### config.mk
export PLATFORM = sky130hd
export DESIGN_NAME = instruction_encoder
export DESIGN_NICKNAME = d
export VERILOG_FILES = /design/src/rtl/instruction_encoder_pkg.sv /design/src/rtl/instruction_encoder_imm_range_check.sv /design/src/rtl/instruction_encoder.sv
export SDC_FILE = /design/constraint.sdc
export NUM_CORES = 1
export LEC_CHECK = 0
export ABC_AREA = 1
export CAP_MARGIN = 20
export CORE_MARGIN = 10
export CORE_UTILIZATION = 30
export CTS_CLUSTER_DIAMETER = 200
export DETAILED_ROUTE_END_ITERATION = 12
export SLEW_MARGIN = 25
export SYNTH_ARGS = -nofsm -noshare
export SYNTH_HDL_FRONTEND = slang
export SYNTH_SLANG_ARGS = --single-unit
### constraint.sdc
create_clock -name CLK -period 2.5 [get_ports CLK]
set_input_delay 0.375 -clock CLK [delete_from_list [all_inputs] [get_ports CLK]]
set_output_delay 0.375 -clock CLK [all_outputs]
set_load 0.02 [all_outputs]
### src/rtl/instruction_encoder_pkg.sv
`default_nettype none
// ============================================================================
// Module  : instruction_encoder_pkg
// Purpose : Shared definitions for the RV32I instruction encoder. This file
//           holds the format codes, the canonical nop word, the immediate
//           limits, the stage-1 field bundle and the word packing helper.
//           The format codes match the immediate extractor's SELECTION
//           encoding.
// Revision: 1.0 - initial release
// ============================================================================
package instruction_encoder_pkg;

    // Format selector codes. Codes 6 and 7 are invalid.
    localparam logic [2:0] FMT_R  = 3'd0;
    localparam logic [2:0] FMT_I  = 3'd1;
    localparam logic [2:0] FMT_U  = 3'd2;
    localparam logic [2:0] FMT_S  = 3'd3;
    localparam logic [2:0] FMT_B  = 3'd4;
    localparam logic [2:0] FMT_UJ = 3'd5;

    // Encoding of addi x0,x0,0. It is emitted for invalid formats.
    localparam logic [31:0] NOP_INSN = 32'h0000_0013;

    // Signed ranges that each immediate field can represent.
    localparam int IMM_IS_MIN = -2048;
    localparam int IMM_IS_MAX = 2047;
    localparam int IMM_B_MIN  = -4096;
    localparam int IMM_B_MAX  = 4094;
    localparam int IMM_UJ_MIN = -1048576;
    localparam int IMM_UJ_MAX = 1048574;

    typedef struct packed {
        logic [2:0]  sel;
        logic [6:0]  opcode;
        logic [4:0]  rd;
        logic [4:0]  rs1;
        logic [4:0]  rs2;
        logic [2:0]  funct3;
        logic [6:0]  funct7;
        logic [31:0] imm;
    } fields_t;

    // Scatter the fields into the RV32I layout. An immediate that is out of
    // range is still packed; only its representable low bits are kept.
    function automatic logic [31:0] pack_word(fields_t f);
        logic [31:0] w;
        w = NOP_INSN;
        case (f.sel)
            FMT_R:   w = {f.funct7, f.rs2, f.rs1, f.funct3, f.rd, f.opcode};
            FMT_I:   w = {f.imm[11:0], f.rs1, f.funct3, f.rd, f.opcode};
            FMT_U:   w = {f.imm[31:12], f.rd, f.opcode};
            FMT_S:   w = {f.imm[11:5], f.rs2, f.rs1, f.funct3, f.imm[4:0], f.opcode};
            FMT_B:   w = {f.imm[12], f.imm[10:5], f.rs2, f.rs1, f.funct3,
                          f.imm[4:1], f.imm[11], f.opcode};
            FMT_UJ:  w = {f.imm[20], f.imm[10:1], f.imm[11], f.imm[19:12],
                          f.rd, f.opcode};
            default: w = NOP_INSN;
        endcase
        return w;
    endfunction

endpackage
`default_nettype wire

### src/rtl/instruction_encoder_imm_range_check.sv
`default_nettype none
// ============================================================================
// Module  : imm_range_check
// Purpose : Combinational check that reports whether IMMEDIATE fits the
//           immediate field of the selected format.
// Ports   : i_sel [2:0]  - format code
//           i_imm [31:0] - signed immediate (for U, the full shifted value)
//           o_err        - 1 when the immediate cannot be encoded exactly
// Revision: 1.0 - initial release
// ============================================================================
module imm_range_check
    import instruction_encoder_pkg::*;
(
    input  logic [2:0]  i_sel,
    input  logic [31:0] i_imm,
    output logic        o_err
);

    logic signed [31:0] w_simm;

    always_comb begin
        w_simm = $signed(i_imm);
        o_err  = 1'b0;
        case (i_sel)
            FMT_R:        o_err = 1'b0;
            FMT_I, FMT_S: o_err = (w_simm < IMM_IS_MIN) || (w_simm > IMM_IS_MAX);
            // Branch and jump offsets drop bit 0, so odd values are not encodable.
            FMT_B:        o_err = (w_simm < IMM_B_MIN) || (w_simm > IMM_B_MAX) || i_imm[0];
            FMT_UJ:       o_err = (w_simm < IMM_UJ_MIN) || (w_simm > IMM_UJ_MAX) || i_imm[0];
            // U carries only bits 31:12, so any low bits are lost.
            FMT_U:        o_err = |i_imm[11:0];
            default:      o_err = 1'b1;
        endcase
    end

endmodule
`default_nettype wire

### src/rtl/instruction_encoder.sv
`default_nettype none
// ============================================================================
// Module  : instruction_encoder
// Purpose : Two-stage valid/ready pipeline. It packs RV32I fields into a
//           32-bit word and tags the word with an instruction-memory byte
//           address and an immediate range flag.
// Ports   : CLK, RST_N (async active-low), CLEAR (sync counter/sticky clear)
//           IN_VALID/IN_READY + SELECTION, OPCODE, RD, RS1, RS2, FUNCT3,
//           FUNCT7, IMMEDIATE   - input field set
//           OUT_VALID/OUT_READY + INSTRUCTION, ADDRESS, RANGE_ERROR - output
//           STICKY_ERROR        - OR of emitted RANGE_ERROR since reset/CLEAR
// Revision: 1.0 - initial release
// ============================================================================
module instruction_encoder
    import instruction_encoder_pkg::*;
#(
    parameter int                ADDR_W    = 12,
    parameter logic [ADDR_W-1:0] BASE_ADDR = '0
) (
    input  logic              CLK,
    input  logic              RST_N,
    input  logic              CLEAR,
    input  logic              IN_VALID,
    output logic              IN_READY,
    input  logic [2:0]        SELECTION,
    input  logic [6:0]        OPCODE,
    input  logic [4:0]        RD,
    input  logic [4:0]        RS1,
    input  logic [4:0]        RS2,
    input  logic [2:0]        FUNCT3,
    input  logic [6:0]        FUNCT7,
    input  logic [31:0]       IMMEDIATE,
    output logic              OUT_VALID,
    input  logic              OUT_READY,
    output logic [31:0]       INSTRUCTION,
    output logic [ADDR_W-1:0] ADDRESS,
    output logic              RANGE_ERROR,
    output logic              STICKY_ERROR
);

    fields_t           w_in_fields;
    logic              w_in_err;
    logic              w_s1_ready, w_s2_ready, w_in_xfer, w_out_xfer;

    logic              in_ready_en_q, in_ready_en_d;
    logic              s1_valid_q, s1_valid_d;
    fields_t           s1_fields_q, s1_fields_d;
    logic              s1_err_q, s1_err_d;
    logic              s2_valid_q, s2_valid_d;
    logic [31:0]       instr_q, instr_d;
    logic              range_err_q, range_err_d;
    logic [ADDR_W-1:0] addr_q, addr_d;
    logic              sticky_q, sticky_d;

    assign w_in_fields = '{sel: SELECTION, opcode: OPCODE, rd: RD, rs1: RS1,
                           rs2: RS2, funct3: FUNCT3, funct7: FUNCT7, imm: IMMEDIATE};

    // The range check is evaluated on the incoming fields and captured with them.
    imm_range_check u_imm_range_check (
        .i_sel (SELECTION),
        .i_imm (IMMEDIATE),
        .o_err (w_in_err)
    );

    assign w_s2_ready = !s2_valid_q || OUT_READY;
    assign w_s1_ready = !s1_valid_q || w_s2_ready;
    // This flag holds IN_READY low during reset and for the edge at which reset is released.
    assign IN_READY   = in_ready_en_q && w_s1_ready;
    assign w_in_xfer  = IN_VALID && IN_READY;
    assign w_out_xfer = s2_valid_q && OUT_READY;

    always_comb begin
        in_ready_en_d = 1'b1;

        s1_valid_d  = s1_valid_q;
        s1_fields_d = s1_fields_q;
        s1_err_d    = s1_err_q;
        if (w_s1_ready) begin
            s1_valid_d = w_in_xfer;
        end
        if (w_in_xfer) begin
            s1_fields_d = w_in_fields;
            s1_err_d    = w_in_err;
        end

        s2_valid_d  = s2_valid_q;
        instr_d     = instr_q;
        range_err_d = range_err_q;
        if (w_s2_ready) begin
            s2_valid_d = s1_valid_q;
            if (s1_valid_q) begin
                instr_d     = pack_word(s1_fields_q);
                range_err_d = s1_err_q;
            end
        end

        // CLEAR has priority. The word leaving in the same cycle keeps the old address.
        addr_d = addr_q;
        if (CLEAR) begin
            addr_d = BASE_ADDR;
        end else if (w_out_xfer) begin
            addr_d = addr_q + ADDR_W'(4);
        end

        sticky_d = sticky_q;
        if (CLEAR) begin
            sticky_d = 1'b0;
        end else if (w_out_xfer && range_err_q) begin
            sticky_d = 1'b1;
        end
    end

    always_ff @(posedge CLK or negedge RST_N) begin
        if (!RST_N) begin
            in_ready_en_q <= 1'b0;
            s1_valid_q    <= 1'b0;
            s1_fields_q   <= '0;
            s1_err_q      <= 1'b0;
            s2_valid_q    <= 1'b0;
            instr_q       <= '0;
            range_err_q   <= 1'b0;
            addr_q        <= BASE_ADDR;
            sticky_q      <= 1'b0;
        end else begin
            in_ready_en_q <= in_ready_en_d;
            s1_valid_q    <= s1_valid_d;
            s1_fields_q   <= s1_fields_d;
            s1_err_q      <= s1_err_d;
            s2_valid_q    <= s2_valid_d;
            instr_q       <= instr_d;
            range_err_q   <= range_err_d;
            addr_q        <= addr_d;
            sticky_q      <= sticky_d;
        end
    end

    assign OUT_VALID    = s2_valid_q;
    assign INSTRUCTION  = instr_q;
    assign ADDRESS      = addr_q;
    assign RANGE_ERROR  = range_err_q;
    assign STICKY_ERROR = sticky_q;

endmodule
`default_nettype wire

## Yosys cells after proc, flatten, opt, wreduce, memory -nomap -nowiden

Index checks and enable logic that the tools add are counted.

- Memory bits (read-only): 0
- Memory bits (writable): 0
- Word-level logic and storage cells: 59
- Latch bits: 0
- Bits in registers: 117
- Memories: 0
- Output and inout bits: 48

- Multiply operators: 0
- Equality and inequality tests: 10
- Shift-type cells: 0
- Multiplexer cells: 6
- Reductions and logical operators: 20
- Bitwise logic cells: 0
- Div/mod/pow operators: 0
- Order comparisons: 6
- Add/sub/neg operators: 1

Operators with widths:

| operator | count |
|---|---|
| case mux 32 bit (6 select lines) | 1 |
| > comparator 32 x 12 -> 1 bit, second input constant | 1 |
| > comparator 32 x 13 -> 1 bit, second input constant | 1 |
| > comparator 32 x 21 -> 1 bit, second input constant | 1 |
| < comparator 32 x 12 -> 1 bit, second input constant | 1 |
| < comparator 32 x 13 -> 1 bit, second input constant | 1 |
| < comparator 32 x 21 -> 1 bit, second input constant | 1 |
| two-way mux 12 bit | 2 |
| adder 12 x 3 -> 12 bit, second input constant | 1 |
| == test 3 x 2 -> 1 bit, second input constant | 4 |
| == test 3 bit, second input constant | 4 |
| OR reduction 12 bit | 1 |
| logical OR 1 bit | 7 |
| == test 3 x 1 -> 1 bit, second input constant | 2 |
| logical NOT 3 bit | 2 |
| case mux 1 bit (5 select lines) | 1 |
| logical AND 1 bit | 4 |
| nonzero test 2 bit | 2 |
| logical NOT 1 bit | 2 |
| two-way mux 1 bit | 2 |
| AND reduction 2 bit | 1 |
| OR reduction 2 bit | 1 |

## Longest topological paths before layout

Gate-level depths: netlist of run 1.

- Word-level depth: 5
- Mapped depth: 10
- Mapped depth without buffers: 10

## Hierarchy

A second synthesis of run 1 with hierarchy kept.

- Cell total of the unflattened synthesis: 700
- Area total of the unflattened synthesis: 5476.5 µm²

Modules (own cells, without submodules):

| module | area an instance (µm²) | cells each | times used |
|---|---|---|---|
| instruction_encoder | 5201.2 | 637 | 1 |
| imm_range_check | 275.3 | 63 | 1 |

## Worst setup path before layout of run 1

OpenSTA, ideal clock, no wires.

- Path kind: register -> output
- From: reg s2_valid_q, in the netlist OUT_VALID
- To: out IN_READY
- Path slack: 0.877 ns
- Required time: 2.125 ns
- Cell stages (with the launch flop): 6
- Arrival: 1.248 ns
- Cells stage by stage: dfrtp_1 nand3_1 nand2_1 inv_1 buf_2 clkbuf_1

- Cells in the longest elaborated chain, start to end: 4

Ends and longest elaborated chain:

| what | RTL line | source |
|---|---|---|
| start: declaration | instruction_encoder.sv:49 | `logic s2_valid_q, s2_valid_d;` |
| start signal: assignment | instruction_encoder.sv:129 | `s2_valid_q <= s2_valid_d;` |
| logical NOT 1 bit | instruction_encoder.sv:65 | `assign w_s2_ready = !s2_valid_q \|\| OUT_READY;` |
| logical OR 1 bit | instruction_encoder.sv:65 |  |
| logical OR 1 bit | instruction_encoder.sv:66 | `assign w_s1_ready = !s1_valid_q \|\| w_s2_ready;` |
| logical AND 1 bit | instruction_encoder.sv:68 | `assign IN_READY = in_ready_en_q && w_s1_ready;` |
| end: declaration | instruction_encoder.sv:24 | `output logic IN_READY,` |

Every way passes these cells.

## Worst setup path in the final report of run 1

- From: in OUT_READY
- To: out IN_READY

- Cells in the longest elaborated chain, start to end: 3

Ends and longest elaborated chain:

| what | RTL line | source |
|---|---|---|
| start: declaration | instruction_encoder.sv:34 | `input logic OUT_READY,` |
| logical OR 1 bit | instruction_encoder.sv:65 |  |
| logical OR 1 bit | instruction_encoder.sv:66 |  |
| logical AND 1 bit | instruction_encoder.sv:68 |  |

Every way passes these cells.

==> flow_metrics.py, run 1 <==
metrics = {
    "timing": {
        "fin_crit_sh_pct": 88.7,
        "whs_ps": 468,
        "max_freq_mhz": 451,
        "fin_setup_tns_ps": 0,
        "rsz0062_at_grt": "false",
        "drv_slew": 0,
        "fin_ws_ps": 283,
        "fin_crit_ps": 2220,
        "slew_headroom_pct": 62.3,
        "worst_pin_slew_ps": 565,
        "finalSetupViolCount": 0,
        "hold_viol_final": 0,
        "skew_ps": 5.60,
    },
    "detailed_routing": {
        "initialDrtViolationCount": 267,
        "drt_wl_total_mm": 15.1,
        "vias_per_cell": 4.62,
        "vias": 4457,
        "ant_nets": 0,
        "wl_per_cell_um": 15.7,
        "dr.pass1.iters": 5,
        "drc": 0,
    },
    "synth": {
        "yosysTopAreaCell": "dfrtp_1",
        "synthTopCellsByArea": "dfrtp_1 55%, nand2_1 12%, mux2_2 6.2%, nand3_1 3.9%, o21ai_0 3.9%",
        "synth_most_common_cell": "nand2_1",
        "yosysSeqAreaShare_pct": 54.6,
        "synth_seq_cells": 115,
        "synth_cell_types": 33,
        "ys_warn_count": 0,
        "syn_area_um2": 5270,
        "synth_cells": 602,
        "synth_edf_count": 0,
        "syn_area_per_cell_um2": 8.76,
        "synth_top_area_share_pct": 54.6,
        "async_flop_share_pct": 100,
        "synthFlopType": "dfrtp_1",
        "synth_common_cells": "171 x nand2_1, 115 x dfrtp_1, 51 x inv_1",
    },
    "setup_path": {
        "critPathCaptureType": "output pin",
        "crit_type": "input port to output pin",
        "path_cells": "clkdlybuf4s50_1, inv_1, nand3_1, nand2_1, inv_1, clkdlybuf4s50_1",
        "critical_path_required_ps": 2120,
        "crit_buf_inv": 4,
        "start_kind": "input port",
        "crit_family": "buffers and inverters",
        "path_max_fanout": 2,
        "crit_slowest_cell": "clkdlybuf4s50_1",
        "arrival_ps": 1840,
        "critPathMaxStageDelay_ps": 620,
    },
    "floorplan": {
        "start_util_pct": 30.6,
        "die_h_um": 153,
        "die_x_um": 153,
        "boundaryPins": 120,
        "core_um2": 17200,
        "rows": 48,
        "die-area_um2": 23300,
    },
    "global_routing": {
        "grt_first_pass_wirelength_mm": 24.9,
        "grt.total_usage_pct": 13.3,
        "grt_max_degree": 56,
        "grt_overflow": 0,
        "grt_pass1_vias": 4578,
        "antenna_found_initial": 0,
    },
    "cts": {
        "cts_sinks": 115,
        "h-tree-depth": 4,
        "post_cts_buffers": 0,
        "tritoncts": "yes",
        "ctsHoldBuffers": 1,
        "clk_latency_ps": 410,
        "cts_max_path_buffers": 2,
        "cts_resized": 0,
        "clk_pin_slew_worst_paths_ps": 60,
        "clock-root-buffer": "clkbuf_16",
        "cts_buffers": 17,
    },
    "pwr": {
        "total_power_w": 0.00613,
        "p_per_area_nw_per_um2": 841,
        "power.leakage_nw": 3.38,
        "vdd_drop_max_mv": 0.491,
    },
    "place": {
        "place_ws_ps": 237,
        "port-buffer-count": 117,
        "dpl.hpwl_mm": 11.8,
        "gp_congestion": 0.827,
    },
    "cells_and_area": {
        "final_layout_size_suffix_gt1_share_pct": 11.8,
        "nNetsFinal": 799,
        "diodes": 0,
        "area_delta_synth_final_pct": 38.3,
        "final_util_pct": 42.3,
    },
    "outcome": {
        "status": "finished, final reports clean",
    },
    "hold_path": {
        "hold_path_class": "register to register",
    },
    "job": {
        "max_cap_violations": 0,
    },
}
[per-layer routing]
metal | part of all wire, % | track usage [%] | routed length [µm]
met1 | 48 | 17.9 | 7300
met2 | 44 | 19.5 | 6670
met3 | 6.1 | 4.01 | 915
met4 | 1.4 | 5.22 | 211
met5 | 0 | 0 | 0
[worst paths after layout]
check,start,to,slack (ps),cells after the start
setup reg to reg,s1_fields_q[66]$_DFFE_PN0P_,INSTRUCTION[24]$_DFFE_PN0P_,710,6
min in group asynchronous,RST_N,INSTRUCTION[23]$_DFFE_PN0P_,510,2
max in group asynchronous,RST_N,s1_fields_q[31]$_DFFE_PN0P_,1300,3
hold reg to reg,s1_fields_q[19]$_DFFE_PN0P_,s1_fields_q[19]$_DFFE_PN0P_,470,2
hold / removal,s1_fields_q[19]$_DFFE_PN0P_,s1_fields_q[19]$_DFFE_PN0P_,470,2
setup / recovery,OUT_READY,IN_READY,280,6
[cell type report]
class	count	area [µm²]
fill	1733	9940
sequential	115	2880
multi-input combinational	410	2080
timing repair buffer	128	1290
clock buffer	21	460
tap	225	282
inverter	54	203
clock inverter	11	104
[power breakdown]
part / switching, W / leakage (nW) / total, W / internal (W)
logic: 0.000783 / 1.71 / 0.00145 / 0.000671
clock network: 0.000856 / 0.262 / 0.00227 / 0.00142
registers: 0.000198 / 1.41 / 0.00240 / 0.00221
[through the flow]
stage                     std cells  cell area [µm²]
final                           964             7290
after global placement          931             6720
after CTS                       964             7290
after floorplan                 603             5280
after global routing            964             7290
after detailed placement        931             6720
[worst register-to-register path, stage by stage, from the launching register on]
cell and delay, ps:
dfrtp_1 470, nor2_1 310, nand2_1 150, inv_1 330
a22o_2 210, a21oi_1 60, o21ai_0 170
[cell families after synthesis]
logic type	share of synthesized area, %
buffers and inverters	6.24
adders and majority gates	0.237
muxes	6.19
and+or+nand+nor	22.2
DFF	54.6
AOI/OAI and AO/OA	10.4
other	0.142
[cell usage in the layout, fill, tap and decap left out, types with 3 or more instances in the layout]
master and n:
nand2_1 170, o21ai_1 7, a21o_1 7, dfrtp_1 115, mux2_2 29, o22ai_1 3, nor2_1 47, o211ai_1 3
clkbuf_16 17, o21ai_0 41, clkdlybuf4s50_1 116, clkinvlp_4 5, a221oi_1 3, buf_4 8, nand3_1 41, conb_1 3
buf_12 3, a21oi_1 29, nor4_1 3, nor2_2 4, nor3_1 4, inv_2 3, inv_1 51
[state kept, by name, indices dropped and copies added, names as in the netlist]
name / cells
ADDRESS: 10
INSTRUCTION: 32
OUT_VALID: 1
RANGE_ERROR: 1
STICKY_ERROR: 1
in_ready_en_q: 1
s1_err_q: 1
s1_fields_q: 67
s1_valid_q: 1
No activity file was read; power rests on OpenSTA's default activity.
==> run 2: changes to the inputs <==
Settings changed: GPL_ROUTABILITY_DRIVEN from default to 0.
==> results of run 2 <==
The final DEF is identical to that of run 1; final timing and power are the same.
